File: src/rtl/gen_scheduler.sv
// gen_scheduler
//
// Frame/generation sequencer for the Game of Life core. It starts the renderer
// on every frame and launches the cell updater every GEN_DIV frames. While
// paused, a single-step request launches one update instead. The ping-pong
// board buffer select flips only at a frame boundary after the updater has
// finished. The block also arbitrates the shared board-memory read port, and
// the renderer always has priority there.
//
// Ports
//   clk_in            system clock
//   rst_in            synchronous active-high reset
//   frame_start_in    one-cycle pulse at the start of vertical blanking
//   pause_in          level, holds generation advance
//   step_in           one-cycle pulse, requests one generation while paused
//   render_done_in    renderer finished its frame
//   update_done_in    updater finished writing the next board
//   render_req_in / render_addr_in   renderer read request and address
//   update_req_in / update_addr_in   updater read request and address
//   render_start_out  one-cycle start pulse to the renderer
//   update_start_out  one-cycle start pulse to the updater
//   buf_sel_out       displayed buffer; the updater writes the other one
//   addr_r_out        board BRAM read address
//   render_gnt_out / update_gnt_out  read grants
//   gen_count_out     generations displayed since reset
//   overrun_out       sticky; a frame started while the renderer was busy
module gen_scheduler #(
   parameter int LOG_MAX_ADDR = 16,
   parameter int GEN_DIV      = 4
) (
   input  logic                    clk_in,
   input  logic                    rst_in,
   input  logic                    frame_start_in,
   input  logic                    pause_in,
   input  logic                    step_in,
   input  logic                    render_done_in,
   input  logic                    update_done_in,
   input  logic                    render_req_in,
   input  logic [LOG_MAX_ADDR-1:0] render_addr_in,
   input  logic                    update_req_in,
   input  logic [LOG_MAX_ADDR-1:0] update_addr_in,
   output logic                    render_start_out,
   output logic                    update_start_out,
   output logic                    buf_sel_out,
   output logic [LOG_MAX_ADDR-1:0] addr_r_out,
   output logic                    render_gnt_out,
   output logic                    update_gnt_out,
   output logic [15:0]             gen_count_out,
   output logic                    overrun_out
);

   typedef enum logic {R_IDLE, R_BUSY} r_state_t;
   typedef enum logic [1:0] {U_IDLE, U_BUSY, U_READY} u_state_t;

   localparam logic [7:0] CNT_LAST = 8'(GEN_DIV - 1);

   r_state_t    r_state_reg, r_state_next;
   u_state_t    u_state_reg, u_state_next;
   logic [7:0]  frame_cnt_reg, frame_cnt_next;
   logic        step_pend_reg, step_pend_next;
   logic        render_start_reg, render_start_next;
   logic        update_start_reg, update_start_next;
   logic        buf_sel_reg, buf_sel_next;
   logic [15:0] gen_count_reg, gen_count_next;
   logic        overrun_reg, overrun_next;
   logic        launch;

   // State register: both FSMs plus the registered outputs, so start pulses,
   // the buffer flip and the generation count all appear one cycle after
   // the frame pulse.
   always_ff @(posedge clk_in) begin
      if (rst_in) begin
         r_state_reg      <= R_IDLE;
         u_state_reg      <= U_IDLE;
         frame_cnt_reg    <= '0;
         step_pend_reg    <= 1'b0;
         render_start_reg <= 1'b0;
         update_start_reg <= 1'b0;
         buf_sel_reg      <= 1'b0;
         gen_count_reg    <= '0;
         overrun_reg      <= 1'b0;
      end else begin
         r_state_reg      <= r_state_next;
         u_state_reg      <= u_state_next;
         frame_cnt_reg    <= frame_cnt_next;
         step_pend_reg    <= step_pend_next;
         render_start_reg <= render_start_next;
         update_start_reg <= update_start_next;
         buf_sel_reg      <= buf_sel_next;
         gen_count_reg    <= gen_count_next;
         overrun_reg      <= overrun_next;
      end
   end

   // An update launches on a frame pulse when the free-running divider
   // expires or a single-step is pending.
   assign launch = (u_state_reg == U_IDLE) && frame_start_in &&
                   ((!pause_in && (frame_cnt_reg == CNT_LAST)) || step_pend_reg);

   // Next-state logic for both FSMs.
   always_comb begin
      r_state_next = r_state_reg;
      u_state_next = u_state_reg;
      case (r_state_reg)
         R_IDLE: if (frame_start_in) r_state_next = R_BUSY;
         // A done pulse wins over a coincident frame pulse.
         R_BUSY: if (render_done_in) r_state_next = R_IDLE;
         default: r_state_next = R_IDLE;
      endcase
      case (u_state_reg)
         U_IDLE:  if (launch) u_state_next = U_BUSY;
         U_BUSY:  if (update_done_in) u_state_next = U_READY;
         U_READY: if (frame_start_in) u_state_next = U_IDLE;
         default: u_state_next = U_IDLE;
      endcase
   end

   // Output/datapath logic feeding the registered outputs.
   always_comb begin
      render_start_next = (r_state_reg == R_IDLE) && frame_start_in;
      overrun_next      = overrun_reg ||
                          ((r_state_reg == R_BUSY) && frame_start_in && !render_done_in);
      update_start_next = launch;

      frame_cnt_next = frame_cnt_reg;
      if (frame_start_in && (u_state_reg == U_IDLE) && !pause_in)
         frame_cnt_next = (frame_cnt_reg == CNT_LAST) ? 8'd0 : frame_cnt_reg + 8'd1;

      step_pend_next = step_pend_reg;
      if (launch)
         step_pend_next = 1'b0;
      else if (step_in && pause_in)
         step_pend_next = 1'b1;

      buf_sel_next   = buf_sel_reg;
      gen_count_next = gen_count_reg;
      if ((u_state_reg == U_READY) && frame_start_in) begin
         buf_sel_next   = !buf_sel_reg;
         gen_count_next = gen_count_reg + 16'd1;
      end
   end

   assign render_start_out = render_start_reg;
   assign update_start_out = update_start_reg;
   assign buf_sel_out      = buf_sel_reg;
   assign gen_count_out    = gen_count_reg;
   assign overrun_out      = overrun_reg;

   // Read-port arbitration: the renderer has a pixel deadline, so it always
   // wins; the updater stalls while it is not granted.
   assign render_gnt_out = render_req_in;
   assign update_gnt_out = update_req_in && !render_req_in;
   assign addr_r_out     = render_req_in ? render_addr_in : update_addr_in;

endmodule

File: config.mk
export PLATFORM = sky130hd
export DESIGN_NAME = gen_scheduler
export DESIGN_NICKNAME = d
export VERILOG_FILES = /design/src/rtl/gen_scheduler.sv
export SDC_FILE = /design/constraint.sdc
export NUM_CORES = 1
export LEC_CHECK = 0
export ABC_CLOCK_PERIOD_IN_PS = 2300
export CORE_UTILIZATION = 44
export DETAILED_ROUTE_END_ITERATION = 8
export PLACE_DENSITY = 0.87
export SYNTH_ARGS = -nofsm -noshare
export SYNTH_HDL_FRONTEND = slang
export SYNTH_SLANG_ARGS = --single-unit
File: constraint.sdc
create_clock -name clk_in -period 2.3 [get_ports clk_in]
set_input_delay 0.345 -clock clk_in [delete_from_list [all_inputs] [get_ports clk_in]]
set_output_delay 0.345 -clock clk_in [all_outputs]
set_load 0.02 [all_outputs]
# [Word level (Yosys, flattened, before mapping)]
# Index checks and enable logic that the tools add are counted.
[op_classes] bitwise_logic=1 n_reduce_logical=19 add_sub_neg=2 eq_ne=6 mux=9
[op_table] cell="adder 16 x 1 -> 16 bit (second input constant)" n=1
[op_table] cell="two-way mux 16 bit" n=1
[op_table] cell="logical AND 1 bit" n=10
[op_table] cell="adder 8 x 1 -> 8 bit (second input constant)" n=1
[op_table] cell="== test 8 x 2 -> 1 bit (second input constant)" n=1
[op_table] cell="two-way mux 8 bit" n=1
[op_table] cell="two-way mux 2 bit" n=3
[op_table] cell="inequality test 2 bit (second input constant)" n=3
[op_table] cell="one-hot mux 2 bit (3 select lines)" n=1
[op_table] cell="logical NOT 1 bit" n=4
[op_table] cell="AND reduction 3 bit" n=1
[op_table] cell="== test 2 x 1 -> 1 bit (second input constant)" n=1
[op_table] cell="== test 2 bit (second input constant)" n=1
[op_table] cell="logical NOT 2 bit" n=1
[op_table] cell="logical OR 1 bit" n=2
[op_table] cell="two-way mux 1 bit" n=2
[op_table] cell="one-hot mux 1 bit (2 select lines)" n=1
[op_table] cell="OR reduction 2 bit" n=1
[op_table] cell="NOT 1 bit" n=1
[word_totals] input_bits=41 wordCells=46 out_inout_bits=38 ff_bits=32

# [Depth between registers and ports, before layout]
[depth] ltp_word=6 depth_mapped=6 depth_no_buf=5

# [Least setup slack after synthesis]
# OpenSTA, ideal clock, no wires.
[synth_timing] kind="input to output" start="in render_req_in" end="out addr_r_out[10]" setup_slack_ns=0.559 n_path_buf=2 stages=3 required_time_ns=1.955 t_arrival_ns=1.396 path_cell_list="clkbuf_1 > buf_1 > mux2_2"
[synth_via] elab_chain_len=1
[synth_lines] item="start, declared" line_no="38" text="input logic render_req_in,"
[synth_lines] item="two-way mux 16 bit" line_no="153" text="assign addr_r_out = render_req_in ? render_addr_in : update_addr_in;"
[synth_lines] item="end, declared" line_no="45" text="output logic [LOG_MAX_ADDR-1:0] addr_r_out,"
# Every way passes these cells.

# [Final worst setup path]
[layout_timing] start="in render_req_in" end="out addr_r_out[5]"
# The elaborated chain is that of the path after synthesis.

==> flow_metrics.py <==
metrics = {
    "clocking": {
        "cts_buffers": 5,
        "root_buffer": "clkbuf_8",
        "cts_setup_buffers": 0,
        "clk_latency_ps": 280,
        "h-tree-depth": 2,
        "cts.clk_slew.worst_paths_ps": 60,
        "cts.path.max_buffers": 2,
        "cts_tree": "built",
        "clkSinkCount": 32,
        "hold_buffers": 0,
    },
    "synthesis": {
        "synth_area_mm2": 0.001638,
        "netlist.area_leader.share": 0.3911,
        "synth_seq_cells": 32,
        "syn_area_per_cell_um2": 9.099,
        "synth_edf_count": 0,
        "syn_inst": 180,
        "ys.flop_type": "dfxtp_1",
        "ys_types": 38,
        "ys_seq_area_frac": 0.3911,
        "synth_top_area_cell": "dfxtp_1",
        "synth_area_leaders": "dfxtp_1, mux2_2, xor2_1, nor2_1, a21oi_1",
        "yosysWarnings": 0,
        "postSynth.asyncResetShare": 0,
        "synth.net_count": 223,
    },
    "sta": {
        "setup_ws_ps": 78.95,
        "slew_headroom": 0.7229,
        "tightestPinTransition_ps": 409.9,
        "max_freq_mhz": 450.2,
        "finalSetupViolations": 0,
        "timing.hold.ws_ps": 471.8,
        "slew_viol_final": 0,
        "finClkSkew_ps": 2.349,
        "fin_crit_ps": 2221,
        "hold_viol": 0,
        "period_share": 0.9657,
        "grt_setup_unrepaired": "no",
        "tns_ps": 0,
    },
    "placement": {
        "dp_hpwl_mm": 3.157,
        "place.gp.congestion": 0.8172,
        "io_buffers": 78,
        "place_area_mm2": 0.002487,
        "place_ws_ps": 34.56,
        "place_inst": 302,
    },
    "pwr": {
        "power_density_mw_per_mm2": 473.0,
        "finalPower_mw": 1.230,
        "ir_drop_mv": 0.5538,
        "leakage_nw": 1.056,
    },
    "layout": {
        "area_delta_synth_final_pct": 58.75,
        "n_antenna_cell": 0,
        "nNetsFinal": 306,
        "final_area_mm2": 0.002600,
        "largest_reg_flops": 16,
        "post-route-util": 0.7554,
        "final_cells": 310,
        "drive_gt1_frac": 0.1326,
    },
    "min_path": {
        "hp-class": "reg2reg",
    },
    "job": {
        "cap_violations": 0,
    },
    "worst_setup_path": {
        "worst-r2r-cell-count": 5,
        "r2r-end": "u_state_reg[0]$_SDFFE_PP0P_",
        "crit_end": "addr_r_out[5]",
        "cp-startpoint": "render_req_in",
        "critPathMaxFanout": 6,
        "worstReg2RegStart": "frame_cnt_reg[0]$_SDFFE_PP0P_",
        "cp-end-kind": "primary output",
        "critical_path_class": "in2out",
        "critPathLaunchType": "input port",
        "critical_path_arrival_ps": 1880,
        "rrSetupSlack_ps": 670,
        "cp.required_ps": 1960,
    },
    "floorplanning": {
        "dieArea_mm2": 0.003970,
        "fp.dieW_um": 63.01,
        "fp.dieH_um": 63.01,
        "core_mm2": 0.003442,
        "start_util": 0.4758,
        "placementRows": 21,
        "ios": 79,
    },
    "detailed_routing": {
        "antenna_left": 0,
        "drt_iter0_drc": 40,
        "vias": 1593,
        "drc": 0,
        "wl_per_cell_um": 13.24,
        "routed_wl_mm": 4.105,
        "firstDrtPassIters": 4,
        "vias_per_cell": 5.139,
    },
    "global_routing": {
        "grt_max_degree": 29,
        "antenna_found_initial": 0,
        "grt_usage": 0.2152,
        "grt_pass1_vias": 1432,
        "grt-ovfl-total": 0,
        "grt_first_pass_wirelength_mm": 6.561,
    },
    "status": {
        "status": "completed",
    },
}
-- layout by cell type (no fill, tap or decap), types with 3 or more instances in the layout --
cell type,instances
a21oi_1,9
and3_1,3
and4_1,4
buf_4,6
clkbuf_8,6
clkdlybuf4s50_1,69
dfxtp_1,32
dlymetal6s2s_1,9
inv_1,4
mux2_2,17
nand2_1,9
nand3_1,7
nand3b_1,3
nand4_1,7
nor2_1,26
o21ai_0,5
or3_1,3
xnor2_1,5
xor2_1,12
-- worst max-delay path: stages --
cell and delay [ps]:
clkdlybuf4s50_1 500, buf_4 160, mux2_2 330, clkdlybuf4s50_1 540
-- Yosys cell counts, drive strengths merged, types with 3 or more instances --
cell and n:
inv 4, nand3b 3, dfxtp 32, nand4 8
xor2 12, and3 4, or3 4, nand2 9
buf 6, nor2 26, and4 4, xnor2 5
a21oi 9, o21ai 5, clkbuf 3, nor4b 3
mux2 17, nand3 7
-- how the worst min path moves through the flow --
stage,start,to,slack (ps),cells past startpoint
CTS,frame_cnt_reg[1]$_SDFFE_PP0P_,frame_cnt_reg[1]$_SDFFE_PP0P_,480,2
global route,frame_cnt_reg[1]$_SDFFE_PP0P_,frame_cnt_reg[1]$_SDFFE_PP0P_,490,2
detailed placement,frame_cnt_reg[1]$_SDFFE_PP0P_,frame_cnt_reg[1]$_SDFFE_PP0P_,470,2
finish,frame_cnt_reg[1]$_SDFFE_PP0P_,frame_cnt_reg[1]$_SDFFE_PP0P_,470,2
floorplan,frame_cnt_reg[1]$_SDFFE_PP0P_,frame_cnt_reg[1]$_SDFFE_PP0P_,440,2
global placement,overrun_out$_SDFF_PP0_,overrun_out$_SDFF_PP0_,450,2
-- area by class of cell --
class | instances | area, µm²
multi-input combinational | 135 | 928.4
timing repair buffer | 85 | 868.3
fill | 237 | 842.1
sequential | 32 | 640.6
clock buffer | 8 | 90.09
tap | 46 | 57.56
inverter | 4 | 15.01
-- cells by family (layout without fill, tap and decap cells) --
group / Yosys count / count (layout) / share of synthesized area
adder cells (fa/ha/maj): 2 / 2 / 0.01528
AND/OR/NAND/NOR: 81 / 81 / 0.2827
flip-flops: 32 / 32 / 0.3911
XOR/XNOR: 17 / 17 / 0.09091
AO/OA/AOI/OAI: 17 / 17 / 0.05500
buffers and inverters: 13 / 97 / 0.04201
multiplexers: 18 / 18 / 0.1230
-- timing repair --
action	CTS	global route
hold endpoints to repair	0	0
gates resized for setup	0	9
endpoints found under the setup margin	0	9
-- routing by layer --
metal	global-route usage	part of all wire	up-vias
met1	0.2271	0.40	727
met3	0.08577	0.090	6
met4	0.09302	0.015	0
met5	0	0	-
li1	-	-	797
met2	0.3737	0.50	63
-- power breakdown --
| group | total, mW | internal, mW | switching (mW) |
|---|---|---|---|
| Sequential | 0.567 | 0.562 | 0.00572 |
| Combinational | 0.224 | 0.139 | 0.0857 |
| Clock | 0.438 | 0.244 | 0.194 |
Note: power is estimated with default switching activity, not from simulation.
